File: config.mk
export PLATFORM = sky130hd
export DESIGN_NAME = amo_multi_reservation_unit
export DESIGN_NICKNAME = d
export VERILOG_FILES = /design/src/rtl/amo_multi_reservation_unit_pkg.sv /design/src/rtl/amo_multi_reservation_unit_alu.sv /design/src/rtl/amo_multi_reservation_unit.sv
export SDC_FILE = /design/constraint.sdc
export NUM_CORES = 1
export LEC_CHECK = 0
export CORE_UTILIZATION = 45
export DETAILED_ROUTE_END_ITERATION = 16
export HOLD_SLACK_MARGIN = 0.06
export PLACE_DENSITY_LB_ADDON = 0.15
export SYNTH_ARGS = -nofsm -noshare
export SYNTH_HDL_FRONTEND = slang
export SYNTH_SLANG_ARGS = --single-unit
File: constraint.sdc
create_clock -name clk -period 5.55 [get_ports clk]
set_input_delay 0.555 -clock clk [delete_from_list [all_inputs] [get_ports clk]]
set_output_delay 0.555 -clock clk [all_outputs]
set_load 0.03 [all_outputs]
File: src/rtl/amo_multi_reservation_unit_pkg.sv
// Shared load-store types: AMO opcodes, reservation granule and agent index width.
package riscv_types;

  typedef enum logic [3:0] {
    AMO_SWAP,
    AMO_ADD,
    AMO_XOR,
    AMO_AND,
    AMO_OR,
    AMO_MIN,
    AMO_MAX,
    AMO_MINU,
    AMO_MAXU
  } amo_t;

  localparam int RES_WORDS = 4;
  localparam int RES_W     = 30 - $clog2(RES_WORDS);

  typedef logic [RES_W-1:0] res_granule_t;

  function automatic int agent_idx_w(input int n);
    return (n < 2) ? 1 : $clog2(n);
  endfunction

endpackage

File: src/rtl/amo_multi_reservation_unit_alu.sv
// Combinational atomic ALU: a is the memory operand, b the register operand.
import riscv_types::*;

module amo_alu #(
  parameter int WIDTH = 32
) (
  input  amo_t             i_op,
  input  logic [WIDTH-1:0] i_a,
  input  logic [WIDTH-1:0] i_b,
  output logic [WIDTH-1:0] o_y
);

  logic w_lt_s;
  logic w_lt_u;

  assign w_lt_s = $signed(i_a) < $signed(i_b);
  assign w_lt_u = i_a < i_b;

  always_comb begin
    o_y = i_b;
    unique case (i_op)
      AMO_SWAP: o_y = i_b;
      AMO_ADD:  o_y = i_a + i_b;
      AMO_XOR:  o_y = i_a ^ i_b;
      AMO_AND:  o_y = i_a & i_b;
      AMO_OR:   o_y = i_a | i_b;
      AMO_MIN:  o_y = w_lt_s ? i_a : i_b;
      AMO_MAX:  o_y = w_lt_s ? i_b : i_a;
      AMO_MINU: o_y = w_lt_u ? i_a : i_b;
      AMO_MAXU: o_y = w_lt_u ? i_b : i_a;
      default:  o_y = i_b;
    endcase
  end

endmodule

File: src/rtl/amo_multi_reservation_unit.sv
// Per-agent LR/SC reservations with snoop invalidation and a round-robin AMO port.
// Optional reservation lifetime bound: define AMO_RESERVATION_TIMEOUT_EN.
import riscv_types::*;

module amo_multi_reservation_unit #(
  parameter int NUM_UNITS           = 3,
  parameter int RESERVATION_WORDS   = 4,
  parameter int RESERVATION_TIMEOUT = 64
) (
  input  logic                                clk,
  input  logic                                rst,
  input  logic [NUM_UNITS-1:0]                set_reservation,
  input  logic [NUM_UNITS-1:0]                clear_reservation,
  input  logic [NUM_UNITS-1:0][31:0]          reservation_addr,
  output logic [NUM_UNITS-1:0]                reservation_valid,
  input  logic [NUM_UNITS-1:0]                write_valid,
  input  logic [NUM_UNITS-1:0][31:0]          write_addr,
  input  logic [NUM_UNITS-1:0]                rmw_req,
  output logic [NUM_UNITS-1:0]                rmw_grant,
  input  amo_t [NUM_UNITS-1:0]                op,
  input  logic [NUM_UNITS-1:0][31:0]          rs1,
  input  logic [NUM_UNITS-1:0][31:0]          rs2,
  output logic                                rmw_done,
  output logic [agent_idx_w(NUM_UNITS)-1:0]   rmw_done_id,
  output logic [31:0]                         rd
);

  localparam int GW = 30 - $clog2(RESERVATION_WORDS);
  localparam int IW = agent_idx_w(NUM_UNITS);

  logic [NUM_UNITS-1:0]         r_valid;
  logic [NUM_UNITS-1:0][GW-1:0] r_addr;
  logic [NUM_UNITS-1:0]         w_snoop;
  logic [IW-1:0]                r_ptr;
  logic [IW-1:0]                w_gidx;
  logic                         w_any;
  logic [31:0]                  w_y;

  // Snoop: only another agent's write can kill a reservation.
  always_comb begin
    w_snoop = '0;
    for (int i = 0; i < NUM_UNITS; i++) begin
      for (int j = 0; j < NUM_UNITS; j++) begin
        if (j != i && write_valid[j] &&
            write_addr[j][31 -: GW] == r_addr[i])
          w_snoop[i] = 1'b1;
      end
    end
  end

  always_comb begin
    for (int i = 0; i < NUM_UNITS; i++)
      reservation_valid[i] = r_valid[i] &&
        (r_addr[i] == reservation_addr[i][31 -: GW]);
  end

`ifdef AMO_RESERVATION_TIMEOUT_EN
  localparam int CW = $clog2(RESERVATION_TIMEOUT + 1);

  logic [NUM_UNITS-1:0][CW-1:0] r_cnt;

  always_ff @(posedge clk or posedge rst) begin
    if (rst) begin
      r_cnt <= '0;
    end else begin
      for (int i = 0; i < NUM_UNITS; i++) begin
        if (set_reservation[i])
          r_cnt[i] <= CW'(RESERVATION_TIMEOUT - 1);
        else if (r_valid[i] && r_cnt[i] != '0)
          r_cnt[i] <= r_cnt[i] - 1'b1;
      end
    end
  end
`endif

  always_ff @(posedge clk or posedge rst) begin
    if (rst) begin
      r_valid <= '0;
      r_addr  <= '0;
    end else begin
      for (int i = 0; i < NUM_UNITS; i++) begin
        if (set_reservation[i]) begin
          r_valid[i] <= 1'b1;
          r_addr[i]  <= reservation_addr[i][31 -: GW];
        end else if (clear_reservation[i] || w_snoop[i]) begin
          r_valid[i] <= 1'b0;
`ifdef AMO_RESERVATION_TIMEOUT_EN
        end else if (r_valid[i] && r_cnt[i] == '0) begin
          r_valid[i] <= 1'b0;
`endif
        end
      end
    end
  end

  // First requester at or after the pointer, wrapping.
  always_comb begin
    rmw_grant = '0;
    w_gidx    = '0;
    w_any     = 1'b0;
    for (int off = 0; off < NUM_UNITS; off++) begin : g_scan
      int idx;
      idx = int'(r_ptr) + off;
      if (idx >= NUM_UNITS)
        idx = idx - NUM_UNITS;
      if (!w_any && rmw_req[idx]) begin
        w_any          = 1'b1;
        w_gidx         = IW'(idx);
        rmw_grant[idx] = 1'b1;
      end
    end
  end

  amo_alu #(
    .WIDTH (32)
  ) u_alu (
    .i_op (op[w_gidx]),
    .i_a  (rs1[w_gidx]),
    .i_b  (rs2[w_gidx]),
    .o_y  (w_y)
  );

  always_ff @(posedge clk or posedge rst) begin
    if (rst) begin
      r_ptr       <= '0;
      rmw_done    <= 1'b0;
      rmw_done_id <= '0;
      rd          <= '0;
    end else begin
      rmw_done <= w_any;
      if (w_any) begin
        r_ptr       <= (w_gidx == IW'(NUM_UNITS - 1)) ? '0 : w_gidx + 1'b1;
        rmw_done_id <= w_gidx;
        rd          <= w_y;
      end
    end
  end

endmodule

Word level (Yosys, flattened, before mapping)
Cells that the tools add are included.

Bits in registers: 124. Bits in latches: 0. RAM bits: 0. Memory bits (read-only): 0. Input port bits: 410. Output and inout bits: 41. Word-level logic and storage cells: 125. Memories: 0.

$add $sub $neg: 7. Multipliers: 0. Divide/modulo/power cells: 0. $lt $le $gt $ge: 12. Equality and inequality tests: 18. Shifts and indexed selects: 0. Multiplexer cells: 51. Bitwise operators: 5. Reductions and logical operators: 22.

Operator list (number): $mux W32 (9); $pmux W32 S8 (1); $eq A28 B28 Y1 (9); $bmux W32 S2 (2); $ge A32 B1 Y1 const B (3); $lt A32 B4 Y1 const B (3); $lt A32 B32 Y1 (2); $add A32 B32 Y32 (1); $and A32 B32 Y32 (1); $or A32 B32 Y32 (1); $xor A32 B32 Y32 (1); $mux W1 (24); $eq A4 B3 Y1 const B (4); $logic_and A1 B1 Y1 (14); $mux W3 (3); $bmux W4 S2 (1); $eq A4 B2 Y1 const B (2); $mux W2 (4); $sub A3 B2 Y4 const B (2); $bmux W1 S2 (3); $demux W1 S2 (3); $ge A3 B2 Y1 const B (2); $or A3 B3 Y3 (2); $reduce_bool A2 Y1 (3); 12 further kinds (15).

Depth between registers and ports, before layout
Depth after elaboration: 17. Gate-level depth with buffers: 29. Depth with buffers taken out: 24.

Modules after synthesis
A second synthesis with hierarchy kept.

Cell total of the unflattened synthesis: 1510. Area, all modules: 13701.9 µm².

Modules (own cells, without submodules): amo_multi_reservation_unit (instances 1, cells an instance 816, area an instance 8999.9 µm², sequential area each 3103.0 µm²); amo_alu (instances 1, cells an instance 694, area an instance 4702.0 µm², sequential area each 0.0 µm²).

Worst setup path after synthesis
OpenSTA, ideal clock, no wires.

Path kind: register to register. From: reg r_ptr[1]. To: reg rd[13]. Setup time: 137 ps. Arrival time: 5350 ps. Data required time: 5413 ps. Slack: 63 ps. Stages on the path, launching flop included: 28. Path buffers: 5. Period minus slack after synthesis: 5487 ps. Cells stage by stage: dfrtp_1 > inv_1 > ha_1 > mux2i_1 > o22ai_1 > o31a_1 > buf_2 > nor2_4 > buf_4 > buf_2 > mux2i_1 > nor2_1 > a21oi_1 > inv_1 > ha_1 > clkbuf_1 > nand2b_1 > a221oi_1 > nor4_1 > o41ai_1 > nor3_1 > and2_1 > nand2_2 > buf_2 > mux2i_1 > o22ai_1 > o32ai_1 > a21oi_1.

Longest elaborated chain between the ends: 17. Elaborated cells on any way between the ends: 55. Those cells by class: 6 x add/sub; 5 x order compare; 8 x eq/ne; 29 x mux; 3 x bitwise; 4 x reduce/logical.

RTL lines: start: declaration (RTL line amo_multi_reservation_unit.sv:34) `logic [IW-1:0] r_ptr;`; start signal: assignment (RTL line amo_multi_reservation_unit.sv:132) `r_ptr <= (w_gidx == IW'(NUM_UNITS - 1)) ? '0 : w_gidx + 1'b1;`; branches (longest 17 deep; another with $sub A3 B2 Y4); end signal: assignment (RTL line amo_multi_reservation_unit.sv:134) `rd <= w_y;`; end: declaration (RTL line amo_multi_reservation_unit.sv:25) `output logic [31:0] rd`.

Parallel ways; which one is timed is not known. The select of a mux whose other input is x is not followed. A chain may end at the register's enable or synchronous reset.

Final worst setup path
From: reg r_ptr[0]. To: reg rd[21].

The elaborated chain is that of the path after synthesis.

==> run summary <==
top_reg_cell synth -> dfrtp_1
FMAX -> 0.182 GHz
Critical Path Source Type -> flop
CTS tree -> built
Cell Rows -> 66
residual DRC count -> 0
crit path time final -> 5.48 ns
share of layout cells above drive strength 1 -> 24.6%
Setup TNS Final -> 0 ns
number of synthesized flops with an enable pin -> 0
CTS clk-pin slew, worst paths -> 0.07 ns
die extent in y -> 185 um
Finish-stage setup viols -> 0
GRT Total Usage -> 43.0%
Crit Reg-Reg Endpoint -> rd[21]
I/O pins -> 451
DP Worst Slack -> -0.800 ns
Crit. Startpoint -> r_ptr[0]
Fin. Hold Viols -> 0
Num CTS Buffers -> 17
Cells after Synth -> 1833
clk buf depth -> 2
crit path max-delay cell type -> dfrtp_2
GRT overflow -> 0
Final GP Congestion -> 1.06
maxcap violations -> 0
arrival time worst endpoint -> 5.80 ns
CP required -> 5.86 ns
Final Max Slew Viols -> 0
Synthesis Warnings -> 0
Sink Count -> 124
type of the worst min-delay path -> flop to flop
CP Capture Type -> flop
H-tree depth -> 4
min-delay src -> rmw_done_id[1]
period utilisation layout -> 98.8%
setup repair after global routing missed its margin -> true
Async SR Flop Fraction -> 100%
first-pass GRT wire length -> 109000 um
wire length per cell -> 25.5 um
# port buffers -> 426
area delta synth->final -> 57.6%
Routed WL -> 76600 um
hold depth -> 2
Final HPWL DP -> 59600 um
FF-to-FF path depth -> 27
Initial Util -> 46.1%
Core ar. -> 0.0328 mm2
final core utilization -> 72.6%
post-route antenna net violation count -> 0
Non-Filler Instances -> 2998
Post-Syn Area -> 0.0151 mm2
library cells used by synthesis -> 89
Yosys reg bits -> 124
Nets -> 3050
Max transition margin -> 33.7%
largest net degree at the start of global routing -> 49
fill count -> 2515
CP max FO -> 30
CP max stage delay -> 0.43 ns
WHS Endpoint -> rmw_done_id[1]
Hold Buf Count CTS -> 0
Worst-Skew Late Latency -> 0.45 ns
vias in the first global route -> 18002
Die Span X -> 185 um
Seq/Total Area, Yosys -> 20.5%
synthesized area per cell -> 8.25 um2
initial antenna violation count -> 5
final worst slack -> 0.0683 ns
Worst Tran Pin Value -> 0.994 ns
Worst R2R Setup Slack -> 0.07 ns
Initial DRT Pass Iterations -> 7
Die ar. -> 0.0343 mm2
Via density -> 6.25
Worst Setup Path Type -> flop to flop
Cells after DPL -> 2926
clock root cell -> clkbuf_16
outcome -> finished clean
Vias -> 18742
Final Skew -> 0.0230 ns
net count after synthesis -> 2342
DR iter-0 viols -> 2080
most used cell, CP -> buf_4
Worst R2R Start -> r_ptr[0]
-- through the flow --
step                hold slack, ns  area [um2]
global placement             0.466       22100
finish                       0.486       23800
CTS                          0.487       23100
detailed placement           0.471       22100
global route                 0.515       23800
floorplan                    0.483       15100
-- state kept, by name, summed over array words and instances (netlist names) --
register	flops
rd	32
r_valid	3
rmw_done	1
rmw_done_id	2
r_ptr	2
r_addr	84
-- worst max path at each step --
stage	slack [ns]	end	cells after the start
final	0.07	rd[21]	27
after global routing	-0.1	rd[26]	26
after CTS	0.006	rd[21]	26
after detailed placement	-0.80	rd[21]	27
after global placement	-0.61	rd[15]	26
after floorplan	0.06	rd[13]	27
-- routing by layer --
| layer | wire length (um) | vias to the layer above | share of wire (%) | GRT usage, % |
|---|---|---|---|---|
| li1 | - | 8124 | - | - |
| met1 | 28300 | 8838 | 37 | 51.7 |
| met2 | 33500 | 1424 | 44 | 67.6 |
| met3 | 8880 | 352 | 12 | 10.9 |
| met4 | 5850 | 4 | 7.6 | 28.6 |
| met5 | 24 | - | 0.031 | 0 |
-- kinds of logic after synthesis --
logic type               count (synthesis)  share of synthesized area [%]
AO/OA/AOI/OAI                          512                           22.2
AND/OR/NAND/NOR                        450                           15.3
flip-flops                             124                           20.5
adder cells (fa/ha/maj)                 99                           8.25
XOR/XNOR                               269                           15.6
buffers and inverters                  199                           5.48
multiplexers                           180                           12.7
-- timing repair --
item,CTS,global route
pin swaps,12,34
setup endpoints to repair,32,32
gates resized for setup,42,114
setup buffers,9,26
gates cloned,1,2
-- layout by cell type, fill, tap and decap left out, types with 17 or more instances in the layout --
master,instances
o21ai_1,17
xor2_1,163
nand2_1,123
o21ai_0,100
nand4_1,40
nor4_1,50
ha_1,85
clkdlybuf4s50_1,426
dfrtp_1,123
nor2_1,98
o211ai_1,29
mux2_2,92
clkbuf_16,19
a22oi_1,19
a21oi_2,23
a211oi_1,20
mux2i_1,85
nand3_1,26
nor3_1,25
a21oi_1,120
xnor2_1,105
buf_4,337
inv_1,87
-- layout make-up --
cell class	count	area, um2	share of cell area [%]
Antenna cell	2	5.00	0.0210
Clock buffer	17	425	1.79
Clock inverter	15	224	0.940
Inverter	94	355	1.49
Multi-Input combinational cell	1510	11800	49.6
Sequential cell	124	3100	13.0
Tap cell	442	553	2.32
Timing Repair Buffer	794	7340	30.8
-- cell usage after synthesis (5+ instances only) --
cell / instances / area, um2
nand4_1: 40 / 250
nor2_1: 102 / 383
a22oi_1: 21 / 158
a222oi_1: 5 / 50.1
inv_1: 94 / 353
and3_1: 11 / 68.8
o21ai_1: 11 / 55.1
nor3_1: 28 / 140
o21ai_0: 114 / 571
nand3b_1: 5 / 37.5
nand3_1: 26 / 130
xor2_1: 163 / 1430
ha_1: 98 / 1230
mux2i_1: 88 / 881
nor4_4: 5 / 106
a211oi_1: 22 / 165
buf_2: 26 / 130
buf_4: 9 / 67.6
mux2_2: 92 / 1040
a32o_1: 8 / 80.1
a31oi_1: 15 / 93.8
dfrtp_1: 124 / 3100
a21oi_1: 145 / 726
nand2_1: 127 / 477
o221ai_1: 10 / 87.6
buf_1: 7 / 26.3
nor4_1: 56 / 350
o41ai_1: 5 / 43.8
o31ai_1: 6 / 45.0
clkbuf_1: 61 / 229
o22ai_1: 17 / 106
o2bb2ai_1: 5 / 43.8
xnor2_1: 106 / 928
o211ai_1: 29 / 218
nand2b_1: 12 / 75.1
a21o_1: 15 / 113
nor2b_1: 8 / 50.1
a221oi_1: 15 / 131
-- critical path: cells and delay by family, from the launching register on --
| kind | cells | cell delay [ns] |
|---|---|---|
| fa+ha+maj | 2 | 0.41 |
| simple gates | 6 | 1.11 |
| compound gates | 7 | 1.54 |
| flops | 1 | 0.43 |
| mux | 1 | 0.19 |
| buf+inv | 11 | 1.66 |
Power is left out: the tool's default activity adds up to more than one toggle a clock period on the data nets, which glitch-free logic cannot reach.
